### config.mk
export PLATFORM = sky130hd
export DESIGN_NAME = spi_rx_oversampled
export DESIGN_NICKNAME = d
export VERILOG_FILES = /design/src/rtl/spi_pkg.sv /design/src/rtl/sync_fifo.sv /design/src/rtl/spi_rx_oversampled.sv
export SDC_FILE = /design/constraint.sdc
export NUM_CORES = 1
export LEC_CHECK = 0
export BUFFER_PORTS_ARGS = -buffer_cell sky130_fd_sc_hd__buf_4
export CAP_MARGIN = 20
export CORE_ASPECT_RATIO = 1.2
export CORE_MARGIN = 5
export CORE_UTILIZATION = 59
export DETAILED_ROUTE_END_ITERATION = 7
export PLACE_DENSITY = 0.87
export SLEW_MARGIN = 0
export SYNTH_ARGS = -nofsm -noshare
export SYNTH_HDL_FRONTEND = slang
export SYNTH_HIERARCHICAL = 1
export SYNTH_SLANG_ARGS = --single-unit
### constraint.sdc
create_clock -name clk -period 2.5 [get_ports clk]
set_input_delay 0.25 -clock clk [delete_from_list [all_inputs] [get_ports clk]]
set_output_delay 0.25 -clock clk [all_outputs]
set_load 0.02 [all_outputs]
### src/rtl/spi_pkg.sv
// rtl/spi_pkg.sv - shared SPI FSM state encoding and mode constants
package spi_pkg;

  // Receiver/transmitter framing states
  typedef enum logic [0:0] {
    ST_IDLE  = 1'b0,
    ST_SHIFT = 1'b1
  } spi_state_t;

  // SPI mode encoded as {CPOL, CPHA}
  typedef logic [1:0] spi_mode_t;

  localparam spi_mode_t MODE0 = 2'b00;
  localparam spi_mode_t MODE1 = 2'b01;
  localparam spi_mode_t MODE2 = 2'b10;
  localparam spi_mode_t MODE3 = 2'b11;

  // Idle SCK level of a mode
  function automatic logic mode_cpol(input spi_mode_t mode);
    return mode[1];
  endfunction

  // Non-zero when the mode samples on the trailing edge
  function automatic logic mode_cpha(input spi_mode_t mode);
    return mode[0];
  endfunction

endpackage

### src/rtl/sync_fifo.sv
// rtl/sync_fifo.sv - single-clock FIFO with push-while-full-and-pop support
module sync_fifo #(
  parameter int WIDTH = 8,
  parameter int DEPTH = 4
) (
  input  logic             clk,
  input  logic             rst,
  input  logic             push,
  input  logic [WIDTH-1:0] push_data,
  input  logic             pop,
  output logic [WIDTH-1:0] pop_data,
  output logic             full,
  output logic             empty
);

  localparam int AW = (DEPTH > 1) ? $clog2(DEPTH) : 1;
  localparam logic [AW:0]   FULL_CNT = (AW+1)'(DEPTH);
  localparam logic [AW:0]   CNT_ONE  = (AW+1)'(1);
  localparam logic [AW-1:0] PTR_ONE  = AW'(1);

  logic [WIDTH-1:0] mem [DEPTH];
  logic [AW-1:0]    wr_ptr;
  logic [AW-1:0]    rd_ptr;
  logic [AW:0]      count;
  logic             do_pop;
  logic             do_push;

  assign full     = (count == FULL_CNT);
  assign empty    = (count == '0);
  assign do_pop   = pop && !empty;
  // A pop in the same cycle frees the slot the push needs
  assign do_push  = push && (!full || do_pop);
  assign pop_data = mem[rd_ptr];

  // Storage, pointers and occupancy; storage is cleared so the head reads 0 after reset
  always_ff @(posedge clk) begin
    if (rst) begin
      for (int i = 0; i < DEPTH; i++) begin
        mem[i] <= '0;
      end
      wr_ptr <= '0;
      rd_ptr <= '0;
      count  <= '0;
    end else begin
      if (do_push) begin
        mem[wr_ptr] <= push_data;
        wr_ptr      <= wr_ptr + PTR_ONE;
      end
      if (do_pop) begin
        rd_ptr <= rd_ptr + PTR_ONE;
      end
      case ({do_push, do_pop})
        2'b10:   count <= count + CNT_ONE;
        2'b01:   count <= count - CNT_ONE;
        default: count <= count;
      endcase
    end
  end

endmodule

### src/rtl/spi_rx_oversampled.sv
// rtl/spi_rx_oversampled.sv - oversampled SPI slave receiver with output FIFO
module spi_rx_oversampled
  import spi_pkg::*;
#(
  parameter int WIDTH     = 8,
  parameter int DEPTH     = 4,
  parameter int CPOL      = 0,
  parameter int CPHA      = 0,
  parameter int LSB_FIRST = 0
) (
  input  logic             clk,
  input  logic             rst,
  input  logic             spi_sck,
  input  logic             spi_csn,
  input  logic             spi_sdi,
  output logic [WIDTH-1:0] data,
  output logic             data_valid,
  input  logic             data_ready,
  output logic             overflow,
  output logic             frame_err
);

  localparam int               CNT_W    = $clog2(WIDTH + 1);
  localparam logic             SCK_IDLE = (CPOL != 0);
  localparam logic [CNT_W-1:0] LAST_CNT = CNT_W'(WIDTH - 1);
  localparam logic [CNT_W-1:0] CNT_ONE  = CNT_W'(1);

  logic sck_meta, sck_s, sck_prev;
  logic csn_meta, csn_s, csn_prev;
  logic sdi_meta, sdi_s;
  logic [2:0] warm;

  logic lead_edge, trail_edge, sample_edge, csn_fall;

  spi_state_t       state;
  logic [CNT_W-1:0] bit_cnt;
  logic [WIDTH-1:0] shreg;
  logic [WIDTH-1:0] shift_next;
  logic             push_pending;

  logic fifo_full, fifo_empty, pop;

  // Two-flop synchronizers, one-cycle delayed copies, and a post-reset warm-up tracker
  always_ff @(posedge clk) begin
    if (rst) begin
      sck_meta <= SCK_IDLE;
      sck_s    <= SCK_IDLE;
      sck_prev <= SCK_IDLE;
      csn_meta <= 1'b1;
      csn_s    <= 1'b1;
      csn_prev <= 1'b1;
      sdi_meta <= 1'b0;
      sdi_s    <= 1'b0;
      warm     <= '0;
    end else begin
      sck_meta <= spi_sck;
      sck_s    <= sck_meta;
      sck_prev <= sck_s;
      csn_meta <= spi_csn;
      csn_s    <= csn_meta;
      csn_prev <= csn_s;
      sdi_meta <= spi_sdi;
      sdi_s    <= sdi_meta;
      warm     <= {warm[1:0], 1'b1};
    end
  end

  assign lead_edge   = (sck_prev == SCK_IDLE) && (sck_s != SCK_IDLE);
  assign trail_edge  = (sck_prev != SCK_IDLE) && (sck_s == SCK_IDLE);
  assign sample_edge = (CPHA == 0) ? lead_edge : trail_edge;
  // The synchronizer reset value of 1 would look like a falling CSN if the pin is
  // already low, so a falling edge only counts once csn_prev holds a real pin sample
  assign csn_fall    = warm[2] && csn_prev && !csn_s;

  // Next shift-register value for the bit order in use
  always_comb begin
    shift_next = shreg;
    if (LSB_FIRST != 0) begin
      shift_next = {sdi_s, shreg[WIDTH-1:1]};
    end else begin
      shift_next = {shreg[WIDTH-2:0], sdi_s};
    end
  end

  // Framing FSM: shift on sampling edges, flag complete words, report partial frames
  always_ff @(posedge clk) begin
    if (rst) begin
      state        <= ST_IDLE;
      bit_cnt      <= '0;
      shreg        <= '0;
      push_pending <= 1'b0;
      frame_err    <= 1'b0;
    end else begin
      push_pending <= 1'b0;
      frame_err    <= 1'b0;
      case (state)
        ST_IDLE: begin
          bit_cnt <= '0;
          if (csn_fall) begin
            state <= ST_SHIFT;
          end
        end
        ST_SHIFT: begin
          if (csn_s) begin
            state   <= ST_IDLE;
            bit_cnt <= '0;
            if (bit_cnt != '0) begin
              frame_err <= 1'b1;
            end
          end else if (sample_edge) begin
            shreg <= shift_next;
            if (bit_cnt == LAST_CNT) begin
              bit_cnt      <= '0;
              push_pending <= 1'b1;
            end else begin
              bit_cnt <= bit_cnt + CNT_ONE;
            end
          end
        end
        default: begin
          state   <= ST_IDLE;
          bit_cnt <= '0;
        end
      endcase
    end
  end

  assign pop        = data_valid && data_ready;
  assign data_valid = !fifo_empty;

  // Flag a completed word that found the FIFO full with no pop to make room
  always_ff @(posedge clk) begin
    if (rst) begin
      overflow <= 1'b0;
    end else begin
      overflow <= push_pending && fifo_full && !pop;
    end
  end

  sync_fifo #(
    .WIDTH (WIDTH),
    .DEPTH (DEPTH)
  ) u_fifo (
    .clk       (clk),
    .rst       (rst),
    .push      (push_pending),
    .push_data (shreg),
    .pop       (pop),
    .pop_data  (data),
    .full      (fifo_full),
    .empty     (fifo_empty)
  );

endmodule

==> metrics <==
H-tree depth=3; Syn Inst Count=222; clock transition at the registers of the reported paths=0.07 ns; Post-synth top flop=dfxtp_1; GRT Util Overall=17.7%; Reg2Reg Depth=8; worst slew pin tran=0.874 ns; TritonCTS clock tree=built; Tot Pwr=2.27 mW; Num CTS Buffers=9; clk sinks=68; min-delay src=spi_csn; Syn Area/Cell=12.7 µm²; Hold Crit Class=input port to flip-flop; Slew Limit Fails=0; R2R Path End=u_fifo/count[1]; crit path from=u_fifo/count[0]; total of max-cap violations=0; Die Y=85.7 µm; CP arrival=2.58 ns; Post-CTS Resized=0; die span in x=73.1 µm; nets=253; antenna cell count=0; row count=27; initial antenna violation count=0; grt total ovfl=0; Hold WS=0.0922 ns; IO Pins=17; Layout Skew=0.00626 ns; first-pass GRT wire length=8130 µm; synthesized area=2820 µm²; crit start category=flip-flop; VDD IR max=0.498 mV; share of cells above drive strength 1=22.1%; router iterations before antenna repair=4; CP Class=flip-flop to flip-flop; core area=4630 µm²; Worst-Skew Late Latency=0.34 ns; Final Util=69.6%; DRC violations left=0; reg2reg setup slack=0.14 ns; final setup fails=0; fin crit period=2.36 ns; die area=6270 µm²; Final Hold Fails=0; slowest CP cell=dfxtp_1; Synth area leaders=edfxtp_1 34%, dfxtp_1 26%, and2_1 7.1%; hold endpoint=csn_meta; area share of the largest cell type after synthesis=34.1%; Critical Path RT=2.73 ns; CTS Root Cell=clkbuf_8; Net Count, Synth=231; number of synthesis warnings=6; I/O Buffers=16; CP Capture Type=flip-flop; Worst R2R Start=u_fifo/count[0]; Final ANT Viol Nets=0; Distinct cells, synth=46; Synth area leader=edfxtp_1; Max stage delay on crit path=0.47 ns; Synth-to-Final Area Change=14.3%; Final GP Congestion=0.887; Fmax=424 MHz; worst path cell trace=nor3_1 -> nor2b_1 -> o31a_1 -> nand2b_1 -> fa_1 -> nor2_1 -> o211ai_1 -> a221oi_1; vias per std cell=5.47; number of global-route vias before repair=1,645; CP Max Fanout=7; largest net degree at the start of global routing=38; Bufs on Longest Clock Path=2; DP HPWL=3400 µm; ys async rst share=0%; wire per inst=16.3 µm; Worst slew margin=41.6%; status=complete, no violations; Vias=1,679; routed wire length=5010 µm; Final Cycle Share=94.3%; flip-flop and latch count after synthesis=68; sequential-to-total area share from yosys stat=59.6%; Initial DRC Count=91; Lkg Pwr=1.16 nW; starting density of the core=60.9%; Post-synth EDFFs=32; PD cells=704 nW/µm²; Hold Crit Depth=2
-- layout by cell type, fill, tap and decap left out, types with 4 or more instances in the layout --
master    synthesis  layout
edfxtp_1         32      32
xor2_1            6       6
nor2_1           22      22
dfxtp_1          36      36
mux4_2            8       8
buf_4             1      19
nand2_1           5       5
nor2b_1          10      10
clkbuf_8          0      10
and2_1           32      32
inv_1             7       7
a21oi_1           4       4
mux2i_1           8       8
-- kinds of logic (layout without fill, tap and decap cells) --
group | Yosys count | count (layout) | synth area share, %
simple gates | 96 | 96 | 20.5
flops | 68 | 68 | 59.6
mux | 17 | 17 | 9.76
buf+inv | 16 | 43 | 2.40
compound gates | 15 | 15 | 3.99
xor+xnor | 7 | 7 | 2.17
fa+ha+maj | 3 | 3 | 1.60
-- worst max-delay path: cells and delay by family (launching register included) --
family	cells	cell delay [ns]
AO/OA/AOI/OAI	3	0.71
flip-flops	1	0.47
AND/OR/NAND/NOR	4	0.59
adder cells (fa/ha/maj)	1	0.47
-- cells in the mapped netlist, types with 2 or more instances --
cell and n:
and3_1 2, mux2i_1 8, buf_2 3, clkbuf_1 3
ha_1 2, o21bai_1 2, or2_2 2, mux4_2 8
o31a_1 2, nor2_1 22, and2_1 32, inv_1 7
nand3b_1 3, nand2b_1 3, nand2_1 5, nor2b_1 10
dfxtp_1 36, xor2_1 6, edfxtp_1 32, nor3_1 3
a21oi_1 4, nand3_1 3
-- repair_timing --
item	4_1_cts	5_1_grt
setup buffers	0	2
setup endpoints to repair	0	1
hold buffers	0	0
-- worst max path at each step --
stage,to,slack [ns],depth (start not counted)
finish,u_fifo/count[1],0.14,8
global route,u_fifo/mem[0][7],-0.02,6
CTS,u_fifo/count[1],0.17,8
detailed placement,u_fifo/count[1],0.17,8
global placement,u_fifo/count[2],0.35,7
floorplan,u_fifo/count[2],0.24,7
-- flip-flops by register name (all words and copies together) (netlist names), 2 cells and up, named ones only --
register / flops
u_fifo/wr_ptr: 2
u_fifo/count: 3
warm: 3
u_fifo/rd_ptr: 2
bit_cnt: 4
shreg: 8
u_fifo/mem: 32
-- report_power, final --
group,switching (mW),internal [mW]
Sequential,0.0115,1.20
Combinational,0.0375,0.0294
Clock,0.407,0.588
Total,0.456,1.81
-- through the flow --
stage / cells / cell area (µm²) / setup TNS (ns) / setup slack [ns]
2_1_floorplan: 222 / 2820 / 0 / 0.236
3_3_place_gp: 289 / 2980 / 0 / 0.346
3_5_place_dp: 289 / 2980 / 0 / 0.174
4_1_cts: 305 / 3210 / 0 / 0.175
5_1_grt: 307 / 3220 / -0.114 / -0.0179
6_report: 307 / 3220 / 0 / 0.143
-- layer usage --
metal  share of wire, %  vias to the layer above  wire length (µm)  global-route usage, %
li1                   -                      824                 -                      -
met1                 39                      817              1970                   20.4
met2                 55                       27              2730                   29.5
met3                4.0                       11               200                   4.81
met4                2.2                        0               111                   9.06
met5                  0                        -                 0                      0
-- layout make-up --
| cell class | count | area (µm²) |
|---|---|---|
| fill | 324 | 1410 |
| clock buffer | 10 | 138 |
| tap | 58 | 72.6 |
| inverter | 8 | 30.0 |
| timing repair buffer | 19 | 143 |
| clock inverter | 6 | 87.6 |
| sequential | 68 | 1680 |
| multi-input combinational | 138 | 1070 |
Power figures use the tool's default switching activity.
